$ cat src/rtl/id_hazard_scoreboard_if.sv
// id_hazard_scoreboard_if
//   Bundles the ID-stage request, WB retire and scoreboard status signals.
//   master : pipeline side (drives ID/WB inputs, observes stall/issue/status)
//   slave  : scoreboard side
//   ID   : id_valid, id_uses_ra, id_uses_rb, id_ra_idx, id_rb_idx,
//          id_reg_wr, id_dest_idx, flush
//   WB   : wb_valid, wb_reg_wr, wb_dest_idx
//   out  : stall, issue, busy_mask, inflight_cnt, sb_err, watchdog_err
interface id_hazard_scoreboard_if;
    logic        id_valid;
    logic        id_uses_ra;
    logic        id_uses_rb;
    logic [4:0]  id_ra_idx;
    logic [4:0]  id_rb_idx;
    logic        id_reg_wr;
    logic [4:0]  id_dest_idx;
    logic        flush;
    logic        wb_valid;
    logic        wb_reg_wr;
    logic [4:0]  wb_dest_idx;
    logic        stall;
    logic        issue;
    logic [31:0] busy_mask;
    logic [6:0]  inflight_cnt;
    logic        sb_err;
    logic        watchdog_err;

    modport master (
        output id_valid, id_uses_ra, id_uses_rb, id_ra_idx, id_rb_idx,
               id_reg_wr, id_dest_idx, flush, wb_valid, wb_reg_wr, wb_dest_idx,
        input  stall, issue, busy_mask, inflight_cnt, sb_err, watchdog_err
    );

    modport slave (
        input  id_valid, id_uses_ra, id_uses_rb, id_ra_idx, id_rb_idx,
               id_reg_wr, id_dest_idx, flush, wb_valid, wb_reg_wr, wb_dest_idx,
        output stall, issue, busy_mask, inflight_cnt, sb_err, watchdog_err
    );
endinterface

$ cat src/rtl/id_hazard_scoreboard.sv
// id_hazard_scoreboard
//   Per-register pending-write scoreboard for the ID stage. Counts writes from
//   issue to WB retire and produces the ID stall / issue strobes.
//   clk  : system clock, rising edge
//   rst  : synchronous reset, active-low
//   sb   : scoreboard interface (slave side), see id_hazard_scoreboard_if
module id_hazard_scoreboard #(
    parameter int CNT_W         = 2,
    parameter int STALL_TIMEOUT = 16,
    parameter bit WB_BYPASS     = 1'b1
) (
    input  logic                    clk,
    input  logic                    rst,
    id_hazard_scoreboard_if.slave   sb
);
    localparam logic [CNT_W-1:0] MAX    = '1;
    localparam int               SC_W   = $clog2(STALL_TIMEOUT + 1);
    localparam logic [SC_W-1:0]  SC_MAX = SC_W'(STALL_TIMEOUT);

    logic [CNT_W-1:0] pend_q [32];
    logic [CNT_W-1:0] pend_d [32];
    logic [31:0]      busy_q, busy_d;
    logic [6:0]       infl_q, infl_d;
    logic [SC_W-1:0]  sc_q, sc_d;
    logic             sb_err_q, sb_err_d;
    logic             wd_q, wd_d;

    logic             dec, inc, byp_a, byp_b, hit_a, hit_b, waw_full;
    logic             stall, issue;
    logic [CNT_W-1:0] pend_ra, pend_rb, pend_rd, pend_wd;

    assign pend_ra = pend_q[sb.id_ra_idx];
    assign pend_rb = pend_q[sb.id_rb_idx];
    assign pend_rd = pend_q[sb.id_dest_idx];
    assign pend_wd = pend_q[sb.wb_dest_idx];

    assign dec = sb.wb_valid && sb.wb_reg_wr && (sb.wb_dest_idx != 5'd0);

    // With a write-through regfile, the last outstanding write retiring this
    // cycle already satisfies the read.
    assign byp_a = WB_BYPASS && dec && (sb.wb_dest_idx == sb.id_ra_idx) && (pend_ra == CNT_W'(1));
    assign byp_b = WB_BYPASS && dec && (sb.wb_dest_idx == sb.id_rb_idx) && (pend_rb == CNT_W'(1));

    assign hit_a = sb.id_uses_ra && (sb.id_ra_idx != 5'd0) && (pend_ra != '0) && !byp_a;
    assign hit_b = sb.id_uses_rb && (sb.id_rb_idx != 5'd0) && (pend_rb != '0) && !byp_b;

    // A saturated counter may still accept an issue if one retires this cycle.
    assign waw_full = sb.id_reg_wr && (sb.id_dest_idx != 5'd0) && (pend_rd == MAX)
                      && !(dec && (sb.wb_dest_idx == sb.id_dest_idx));

    // rst gating keeps both strobes low while held in reset.
    assign stall = rst && sb.id_valid && !sb.flush && (hit_a || hit_b || waw_full);
    assign issue = rst && sb.id_valid && !sb.flush && !stall;
    assign inc   = issue && sb.id_reg_wr && (sb.id_dest_idx != 5'd0);

    always_comb begin
        busy_d   = '0;
        infl_d   = '0;
        sb_err_d = sb_err_q || (dec && (pend_wd == '0));
        for (int r = 0; r < 32; r++) begin
            pend_d[r] = pend_q[r];
            if (r == 0) begin
                pend_d[r] = '0;
            end else if (inc && (sb.id_dest_idx == 5'(r)) &&
                         !(dec && (sb.wb_dest_idx == 5'(r)))) begin
                pend_d[r] = pend_q[r] + CNT_W'(1);
            end else if (dec && (sb.wb_dest_idx == 5'(r)) &&
                         !(inc && (sb.id_dest_idx == 5'(r))) && (pend_q[r] != '0)) begin
                pend_d[r] = pend_q[r] - CNT_W'(1);
            end
            busy_d[r] = (pend_d[r] != '0);
            infl_d    = infl_d + 7'(pend_d[r]);
        end
        if (!stall)
            sc_d = '0;
        else if (sc_q == SC_MAX)
            sc_d = sc_q;
        else
            sc_d = sc_q + SC_W'(1);
        wd_d = wd_q || (sc_d == SC_MAX);
    end

    always_ff @(posedge clk) begin
        if (!rst) begin
            for (int r = 0; r < 32; r++) pend_q[r] <= '0;
            busy_q   <= '0;
            infl_q   <= '0;
            sc_q     <= '0;
            sb_err_q <= 1'b0;
            wd_q     <= 1'b0;
        end else begin
            for (int r = 0; r < 32; r++) pend_q[r] <= pend_d[r];
            busy_q   <= busy_d;
            infl_q   <= infl_d;
            sc_q     <= sc_d;
            sb_err_q <= sb_err_d;
            wd_q     <= wd_d;
        end
    end

    assign sb.stall        = stall;
    assign sb.issue        = issue;
    assign sb.busy_mask    = busy_q;
    assign sb.inflight_cnt = infl_q;
    assign sb.sb_err       = sb_err_q;
    assign sb.watchdog_err = wd_q;
endmodule

$ cat src/flat_wrapper.sv
// flat-port wrapper written by rule: the top's interface ports become plain ports
module id_hazard_scoreboard_flat 
#(
    parameter int CNT_W         = 2,
    parameter int STALL_TIMEOUT = 16,
    parameter bit WB_BYPASS     = 1'b1
)
  (clk, rst, sb_id_valid, sb_id_uses_ra, sb_id_uses_rb, sb_id_ra_idx, sb_id_rb_idx, sb_id_reg_wr, sb_id_dest_idx, sb_flush, sb_wb_valid, sb_wb_reg_wr, sb_wb_dest_idx, sb_stall, sb_issue, sb_busy_mask, sb_inflight_cnt, sb_sb_err, sb_watchdog_err);
  id_hazard_scoreboard_if sb_i ();
  input  logic clk;
  input  logic rst;
  input wire logic [$bits(sb_i.id_valid)-1:0] sb_id_valid;
  input wire logic [$bits(sb_i.id_uses_ra)-1:0] sb_id_uses_ra;
  input wire logic [$bits(sb_i.id_uses_rb)-1:0] sb_id_uses_rb;
  input wire logic [$bits(sb_i.id_ra_idx)-1:0] sb_id_ra_idx;
  input wire logic [$bits(sb_i.id_rb_idx)-1:0] sb_id_rb_idx;
  input wire logic [$bits(sb_i.id_reg_wr)-1:0] sb_id_reg_wr;
  input wire logic [$bits(sb_i.id_dest_idx)-1:0] sb_id_dest_idx;
  input wire logic [$bits(sb_i.flush)-1:0] sb_flush;
  input wire logic [$bits(sb_i.wb_valid)-1:0] sb_wb_valid;
  input wire logic [$bits(sb_i.wb_reg_wr)-1:0] sb_wb_reg_wr;
  input wire logic [$bits(sb_i.wb_dest_idx)-1:0] sb_wb_dest_idx;
  output wire logic [$bits(sb_i.stall)-1:0] sb_stall;
  output wire logic [$bits(sb_i.issue)-1:0] sb_issue;
  output wire logic [$bits(sb_i.busy_mask)-1:0] sb_busy_mask;
  output wire logic [$bits(sb_i.inflight_cnt)-1:0] sb_inflight_cnt;
  output wire logic [$bits(sb_i.sb_err)-1:0] sb_sb_err;
  output wire logic [$bits(sb_i.watchdog_err)-1:0] sb_watchdog_err;
  assign sb_i.id_valid = sb_id_valid;
  assign sb_i.id_uses_ra = sb_id_uses_ra;
  assign sb_i.id_uses_rb = sb_id_uses_rb;
  assign sb_i.id_ra_idx = sb_id_ra_idx;
  assign sb_i.id_rb_idx = sb_id_rb_idx;
  assign sb_i.id_reg_wr = sb_id_reg_wr;
  assign sb_i.id_dest_idx = sb_id_dest_idx;
  assign sb_i.flush = sb_flush;
  assign sb_i.wb_valid = sb_wb_valid;
  assign sb_i.wb_reg_wr = sb_wb_reg_wr;
  assign sb_i.wb_dest_idx = sb_wb_dest_idx;
  assign sb_stall = sb_i.stall;
  assign sb_issue = sb_i.issue;
  assign sb_busy_mask = sb_i.busy_mask;
  assign sb_inflight_cnt = sb_i.inflight_cnt;
  assign sb_sb_err = sb_i.sb_err;
  assign sb_watchdog_err = sb_i.watchdog_err;
  id_hazard_scoreboard #(.CNT_W(CNT_W), .STALL_TIMEOUT(STALL_TIMEOUT), .WB_BYPASS(WB_BYPASS)) u_core (.clk(clk), .rst(rst), .sb(sb_i));
endmodule
$ cat config.mk
export PLATFORM = sky130hd
export DESIGN_NAME = id_hazard_scoreboard_flat
export DESIGN_NICKNAME = d
export VERILOG_FILES = /design/src/rtl/id_hazard_scoreboard_if.sv /design/src/rtl/id_hazard_scoreboard.sv /design/src/flat_wrapper.sv
export SDC_FILE = /design/constraint.sdc
export NUM_CORES = 1
export LEC_CHECK = 0
export CAP_MARGIN = 20
export CORE_UTILIZATION = 60
export CTS_CLUSTER_DIAMETER = 30
export DETAILED_ROUTE_END_ITERATION = 7
export GPL_ROUTABILITY_DRIVEN = 0
export PLACE_DENSITY_LB_ADDON = 0.25
export SLEW_MARGIN = 10
export SYNTH_ARGS = -nofsm -noshare
export SYNTH_HDL_FRONTEND = slang
export SYNTH_SLANG_ARGS = --single-unit
$ cat constraint.sdc
create_clock -name clk -period 22.8 [get_ports clk]
set_input_delay 5.7 -clock clk [delete_from_list [all_inputs] [get_ports clk]]
set_output_delay 5.7 -clock clk [all_outputs]
set_load 0.02 [all_outputs]
==> results of run 1 <==
[flip-flops by register name, indices dropped and copies added, names as in the netlist]
| name | cells |
|---|---|
| u_core.sb.inflight_cnt | 7 |
| u_core.sb.sb_err | 1 |
| u_core.pend_q | 62 |
| u_core.sc_q | 5 |
| u_core.sb.watchdog_err | 1 |
| u_core.sb.busy_mask | 31 |
[logic make-up (layout without fill, tap and decap cells)]
family / Yosys count / after routing / share of synthesized area [%]
muxes: 105 / 105 / 14.1
buffers and inverters: 229 / 253 / 8.36
other: 1 / 1 / 0.0338
DFF: 107 / 107 / 19.3
adders and majority gates: 102 / 102 / 15.4
xor gates and xnor gates: 48 / 48 / 3.79
AOI/OAI and AO/OA: 248 / 248 / 17.0
and+or+nand+nor: 483 / 483 / 22.0
[routing by layer]
layer	track usage, %	part of all wire, %	up-vias
met1	50.1	35	4962
met4	25.4	7.4	0
li1	-	-	4703
met5	0	0	-
met3	14.6	16	257
met2	59.1	42	881
[synthesized netlist by cell type, drive strengths merged, types with 11 or more instances]
cell type	number
inv	151
nor2	149
nand2	110
dfxtp	107
fa	57
clkbuf	51
ha	45
and2	44
mux2i	43
nor3	43
mux4	39
a21oi	38
nand3	35
xnor2	32
o21ai	30
a31oi	27
buf	27
mux2	23
nand4	18
xor2	16
a211oi	15
a221oi	15
nor2b	13
nor4	13
o31ai	12
nand2b	11
[final cells by class]
cell class | instances | area [µm²]
fill | 1497 | 5880
clock buffer | 10 | 239
sequential | 107 | 2140
inverter | 151 | 567
timing repair buffer | 86 | 823
tap | 229 | 287
clock inverter | 6 | 72.6
multi-input combinational | 987 | 8020
[worst min path at each step]
stage / slack [ns] / endpoint
final: 0.47 / u_core.sb.watchdog_err$_SDFF_PN0_
after global routing: 0.49 / u_core.sb.watchdog_err$_SDFF_PN0_
after CTS: 0.47 / u_core.sb.watchdog_err$_SDFF_PN0_
after detailed placement: 0.45 / u_core.sb.watchdog_err$_SDFF_PN0_
after global placement: 0.45 / u_core.sb.watchdog_err$_SDFF_PN0_
after floorplan: 0.45 / u_core.sb.busy_mask[4]$_SDFF_PN0_
[power groups by stage]
stage | logic [mW] | clock network (mW) | registers [mW]
after floorplan | 0.0581 | 0 | 0.197
after global placement | 0.0864 | 0 | 0.195
after detailed placement | 0.0867 | 0 | 0.195
after CTS | 0.0878 | 0.172 | 0.191
after global routing | 0.0961 | 0.178 | 0.191
final | 0.0912 | 0.169 | 0.191
[worst reg2reg max path, stage by stage (launching register included)]
cell      delay, ns
dfxtp_1        0.43
mux4_2         0.53
mux2i_1        0.17
mux2i_1        0.12
a32oi_2        0.32
nand4b_4       0.57
nor3_4         0.78
a21boi_1       0.24
or3_1          0.37
and2_1         0.17
ha_1           0.19
fa_1           0.50
fa_1           0.56
inv_1          0.06
fa_1           0.50
fa_1           0.53
fa_1           0.52
fa_1           0.52
fa_1           0.52
fa_1           0.61
inv_1          0.06
ha_1           0.28
a21o_1         0.18
a21oi_1        0.22
o21bai_1       0.09
a21oi_1        0.17
xor2_1         0.16
nor2_1         0.05
[metrics by stage]
step | cells | setup slack (ns) | utilization [%] | power (mW) | hold slack (ns)
2_1_floorplan | 1323 | 9.13 | - | 0.255 | 0.453
3_3_place_gp | 1559 | 7.01 | 65.6 | 0.282 | 0.447
3_5_place_dp | 1559 | 6.89 | 65.6 | 0.282 | 0.453
4_1_cts | 1575 | 7.24 | 67.3 | 0.450 | 0.471
5_1_grt | 1576 | 7.01 | 67.4 | 0.465 | 0.491
6_report | 1576 | 7.33 | 67.4 | 0.451 | 0.467
==> results.md, run 1 <==
* Drt first pass iters at 8
* Final setup fails at 0
* Layout net count at 1473
* Most used cell, CP: fa_1
* Worst-path clk slew at 0.08 ns
* WL final at about 37000 µm
* Vias/cell at 6.85
* LEAKAGE at 4.41 nW
* CTS tree: yes
* Crit path time final at 15.47 ns
* Clock power share at 37.5%
* Starting density of the core at between 60% and 70%
* Slew Viols, Final at 0
* CP max FO at 22
* MaxCap Viol Count at 0
* Die H at about 140 µm
* CP endpoint kind: flip-flop
* HP Class: flip-flop to flip-flop
* P per Cell Area at 37.2 nW/µm²
* Clock Sinks at approximately 110
* Post-CTS setup buffers at 0
* Final Cell Area at around 12000 µm²
* CP Launch Point: sb_id_ra_idx[2]
* Avg Inst Size Synth at roughly 8.4 µm²
* DR iter-0 viols at 1686
* DR DRC count at 0
* Worst VDD drop at 0.0000426 V
* Final Cycle Share at 67.9%
* H-tree Lvls at 3
* CP max stage cell: clkdlybuf4s50_1
* Top_reg_cell synth: dfxtp_1
* CP bufs+invs at 3
* CP Depth at 28
* Sequential fraction of the synthesis area at 19.3%
* Vias in the first global route at 10100
* Gate power share at 20.2%
* Post-synth EDFFs at 0
* ANT nets after route at 0
* Via count at approximately 11000
* Arr. time, crit path at 15.73 ns
* Leading area contributor after synthesis: dfxtp_1
* Clk Latency, worst-skew pair at 0.37 ns
* Number of buffers on the longest clock path at 2
* Core area at 18000 µm²
* CP Data Required Time at 23.06 ns
* Die Footprint at 19000 µm²
* Clk_skew at 0.00796 ns
* Commonest non-fill, non-tap cell in the layout: inv_1
* R2R Path Start: u_core.pend_q[26][1]$_SDFF_PN0_
* HPWL Detailed at 28000 µm
* Crit-path max cell delay at 1.10 ns
* Most frequent cells in the layout: 150 x inv_1, 149 x nor2_1, 110 x nand2_1
* R2R Setup Slk at 13.26 ns
* Crit path kind: input port to flip-flop
* Die Width at between 100 and 150 µm
* Cell variety after synth at 90
* Setup TNS at 0 ns
* Highest Clock Rate at roughly 65 MHz
* Reg2reg end: u_core.sb.inflight_cnt[5]$_SDFF_PN0_
* #FFs+latches synth at 107
* Critical path's top delay family: adder cells
* Overall routing resource usage at roughly two fifths
* Post-Syn Instances at 1323
* FF-to-FF path depth at 27
* Final hold viol count at 0
* WL/cell at between 20 and 25 µm
* Post-CTS sizing at 0
* Sw Ratio at just over 30%
* Hold Buf Count CTS at 0
* Synth warn at 0
* Hold path depth at 1
* Hold path startpoint: u_core.sb.watchdog_err$_SDFF_PN0_
* Core Rows at 49
* CP endpoint: u_core.sb.inflight_cnt[5]$_SDFF_PN0_
* Final global-route overflow total at 0
* Crit start category: input port
* Area Overhead vs Synth at 9.57%
* Syn Nets at 1454
* IO Pins at 72
* Slew @ Worst Pin at between 1 and 1.5 ns
* Placement Cell Area at around 12000 µm²
* CTS Buf Count at 9
* Power Internal at 311 µW
* Sequential Power Share at 42.3%
* Largest net degree at the start of global routing at between 50 and 60
* Share of layout cells above drive strength 1 at roughly a tenth
* Area share of the largest cell type after synthesis at 19.3%
* Async SR Flop Fraction at 0%
* Slew margin rel. at around 27%
* IO Port Bufs at 70
* Syn Std Cell Area at 11100 µm²
* Ant diodes at 0
* Initial antenna violation count at 0
* RSZ-0062 raised after global routing: no
* Root buf cell: clkbuf_16
* First-pass GRT wire length at 56200 µm
* Status: finished, final reports clean
* Net switching power at 141 µW
* Synth area leaders: dfxtp_1 19%, fa_1 10%, mux4_2 7.9%
No activity file was read; power rests on OpenSTA's default activity.
==> inputs of run 2 (changes only) <==
--- a/config.mk
+++ b/config.mk
@@ -6,7 +6,7 @@
 export NUM_CORES = 1
 export LEC_CHECK = 0
 export CAP_MARGIN = 20
-export CORE_UTILIZATION = 60
+export CORE_UTILIZATION = 56
 export CTS_CLUSTER_DIAMETER = 30
 export DETAILED_ROUTE_END_ITERATION = 7
 export GPL_ROUTABILITY_DRIVEN = 0
==> constraint.sdc (replaced) <==
create_clock -name clk -period 12.4 [get_ports clk]
set_input_delay 3.1 -clock clk [delete_from_list [all_inputs] [get_ports clk]]
set_output_delay 3.1 -clock clk [all_outputs]
set_load 0.02 [all_outputs]
==> results.md, run 2 (synthesized netlist as in run 1, its figures left out) <==
* Hold Buf Count CTS at 0
* Crit path kind: input port to flip-flop
* Core area at between 15000 and 20000 µm²
* Grt peak-use layer: met2
* Drt first pass iters at 6
* Layout fillers at 1709
* RSZ-0062 raised after global routing: no
* Crit-path max cell delay at 0.91 ns
* Setup TNS at 0 ns
* Hold path startpoint: u_core.sb.watchdog_err$_SDFF_PN0_
* Arr. time, crit path at 11.96 ns
* Final setup fails at 0
* Number of buffers on the longest clock path at 2
* Die Width at 143 µm
* Post-CTS sizing at 0
* Area of the multi-input gates at ~8000 µm²
* Share of layout cells above drive strength 1 at 10.6%
* Clk Latency, worst-skew pair at approximately 0.38 ns
* R2R Setup Slk at around 3.8 ns
* M2 GR Usage at 57.8%
* Most frequent cells in the layout: 150 x inv_1, 149 x nor2_1, 110 x nand2_1
* Vias/cell at 6.73
* Pre-CTS setup slack at 0.410 ns
* HPWL Detailed at 29300 µm
* DR iter-0 viols at 1539
* Post-CTS setup buffers at 0
* CP max stage cell: clkdlybuf4s50_1
* Core Rows at 51
* WL final at 38300 µm
* Worst-path clk slew at 0.08 ns
* Highest Clock Rate at around 85 MHz
* Met1 Use GR at 48.1%
* Final Cell Area at between 10000 and 15000 µm²
* Clk_skew at between 0.01 and 0.015 ns
* Commonest non-fill, non-tap cell in the layout: inv_1
* Via count at 11000
* LEAKAGE at 4.50 nW
* Area Overhead vs Synth at 11.1%
* GR Util met3 at ~15%
* WL/cell at 23.5 µm
* Fin worst setup slack at approximately 0.68 ns
* Overall routing resource usage at 39.2%
* H-tree Lvls at 3
* MaxCap Viol Count at 0
* Total chip power at 832 µW
* P per Cell Area at 67.6 nW/µm²
* ANT nets after route at 0
* Die Footprint at 20400 µm²
* Hold path depth at 1
* Largest net degree at the start of global routing at 54
* Vias in the first global route at 10600
* Worst VDD drop at 0.0000637 V
* CP endpoint kind: flip-flop
* Reg2reg end: u_core.sb.inflight_cnt[5]$_SDFF_PN0_
* Largest register FFs at 62
* R2R Path Start: u_core.pend_q[14][0]$_SDFF_PN0_
* Slew Viols, Final at 0
* Final Cycle Share at 94.5%
* Hold EP: u_core.sb.watchdog_err$_SDFF_PN0_
* IO Pins at a little over 70
* HP Class: flip-flop to flip-flop
* Most used cell, CP: fa_1
* IO Port Bufs at 70
* Root buf cell: clkbuf_16
* CP max FO at 21
* Die H at 143 µm
* Most flop-heavy register: u_core.pend_q
* Ant diodes at 0
* CTS tree: yes
* Crit path time final at 11.72 ns
* CP Data Required Time at about 13 ns
* FF-to-FF path depth at 25
* DR DRC count at 0
* Register Area at 2140 µm²
* Slew margin rel. at between 40 and 50%
* Final hold viol count at 0
* Clock Sinks at 107
* Initial antenna violation count at 1
* Final global-route overflow total at 0
* Status: finished, final reports clean
* CTS Buf Count at 9
* Placement Cell Area at 12000 µm²
* First-pass GRT wire length at between 50000 and 60000 µm
* Slew @ Worst Pin at 0.865 ns
* Starting density of the core at ~57%
* Layout net count at 1492
* Crit start category: input port
* Fin util at 63.3%
-- run 2: cell count changes in the layout (fill, tap and decap cells not counted), sizes merged --
| cell | previous run | this run |
|---|---|---|
| buf | 17 | 36 |
| clkinv | 4 | 2 |
| clkinvlp | 0 | 1 |
-- run 2: how the worst max path moves through the flow --
stage | startpoint | end | depth (start not counted)
floorplan | sb_id_dest_idx[1] | u_core.sb.inflight_cnt[5]$_SDFF_PN0_ | 28
global placement | sb_id_ra_idx[0] | u_core.sb.inflight_cnt[5]$_SDFF_PN0_ | 29
detailed placement | sb_id_ra_idx[0] | u_core.sb.inflight_cnt[5]$_SDFF_PN0_ | 29
CTS | sb_id_ra_idx[0] | u_core.sb.inflight_cnt[5]$_SDFF_PN0_ | 29
global route | sb_id_ra_idx[0] | u_core.sb.inflight_cnt[5]$_SDFF_PN0_ | 27
finish | sb_id_ra_idx[2] | u_core.sb.inflight_cnt[5]$_SDFF_PN0_ | 26
-- run 2: area by class of cell --
type                            count  share of cell area (%)
Multi-Input combinational cell    987                    65.1
Sequential cell                   107                    17.4
Timing Repair Buffer              105                    7.88
Inverter                          151                    4.60
Tap cell                          265                    2.69
Clock buffer                       10                    1.86
Clock inverter                      5                   0.508
-- run 2: per-layer routing --
metal	wire, µm	up-vias
met5	0	-
met1	13700	5096
met3	5970	222
met2	15800	903
met4	2830	0
li1	-	4754
-- run 2: critical path: cells and delay by family --
family | cells | cell delay, ns
compound gates | 6 | 1.40
fa+ha+maj | 8 | 4.01
mux | 2 | 0.62
buf+inv | 3 | 1.29
simple gates | 6 | 1.36
xor+xnor | 1 | 0.15
-- run 2: stage by stage --
step / hold WS, ns / std cells
2_1_floorplan: 0.453 / 1323
3_3_place_gp: 0.450 / 1615
3_5_place_dp: 0.462 / 1615
4_1_cts: 0.480 / 1630
5_1_grt: 0.502 / 1630
6_report: 0.471 / 1630
-- run 2: report_power, final --
group | switching, mW | total [mW] | internal, mW
Combinational | 0.110 | 0.172 | 0.0627
Clock | 0.150 | 0.308 | 0.158
Sequential | 0.00446 | 0.352 | 0.348
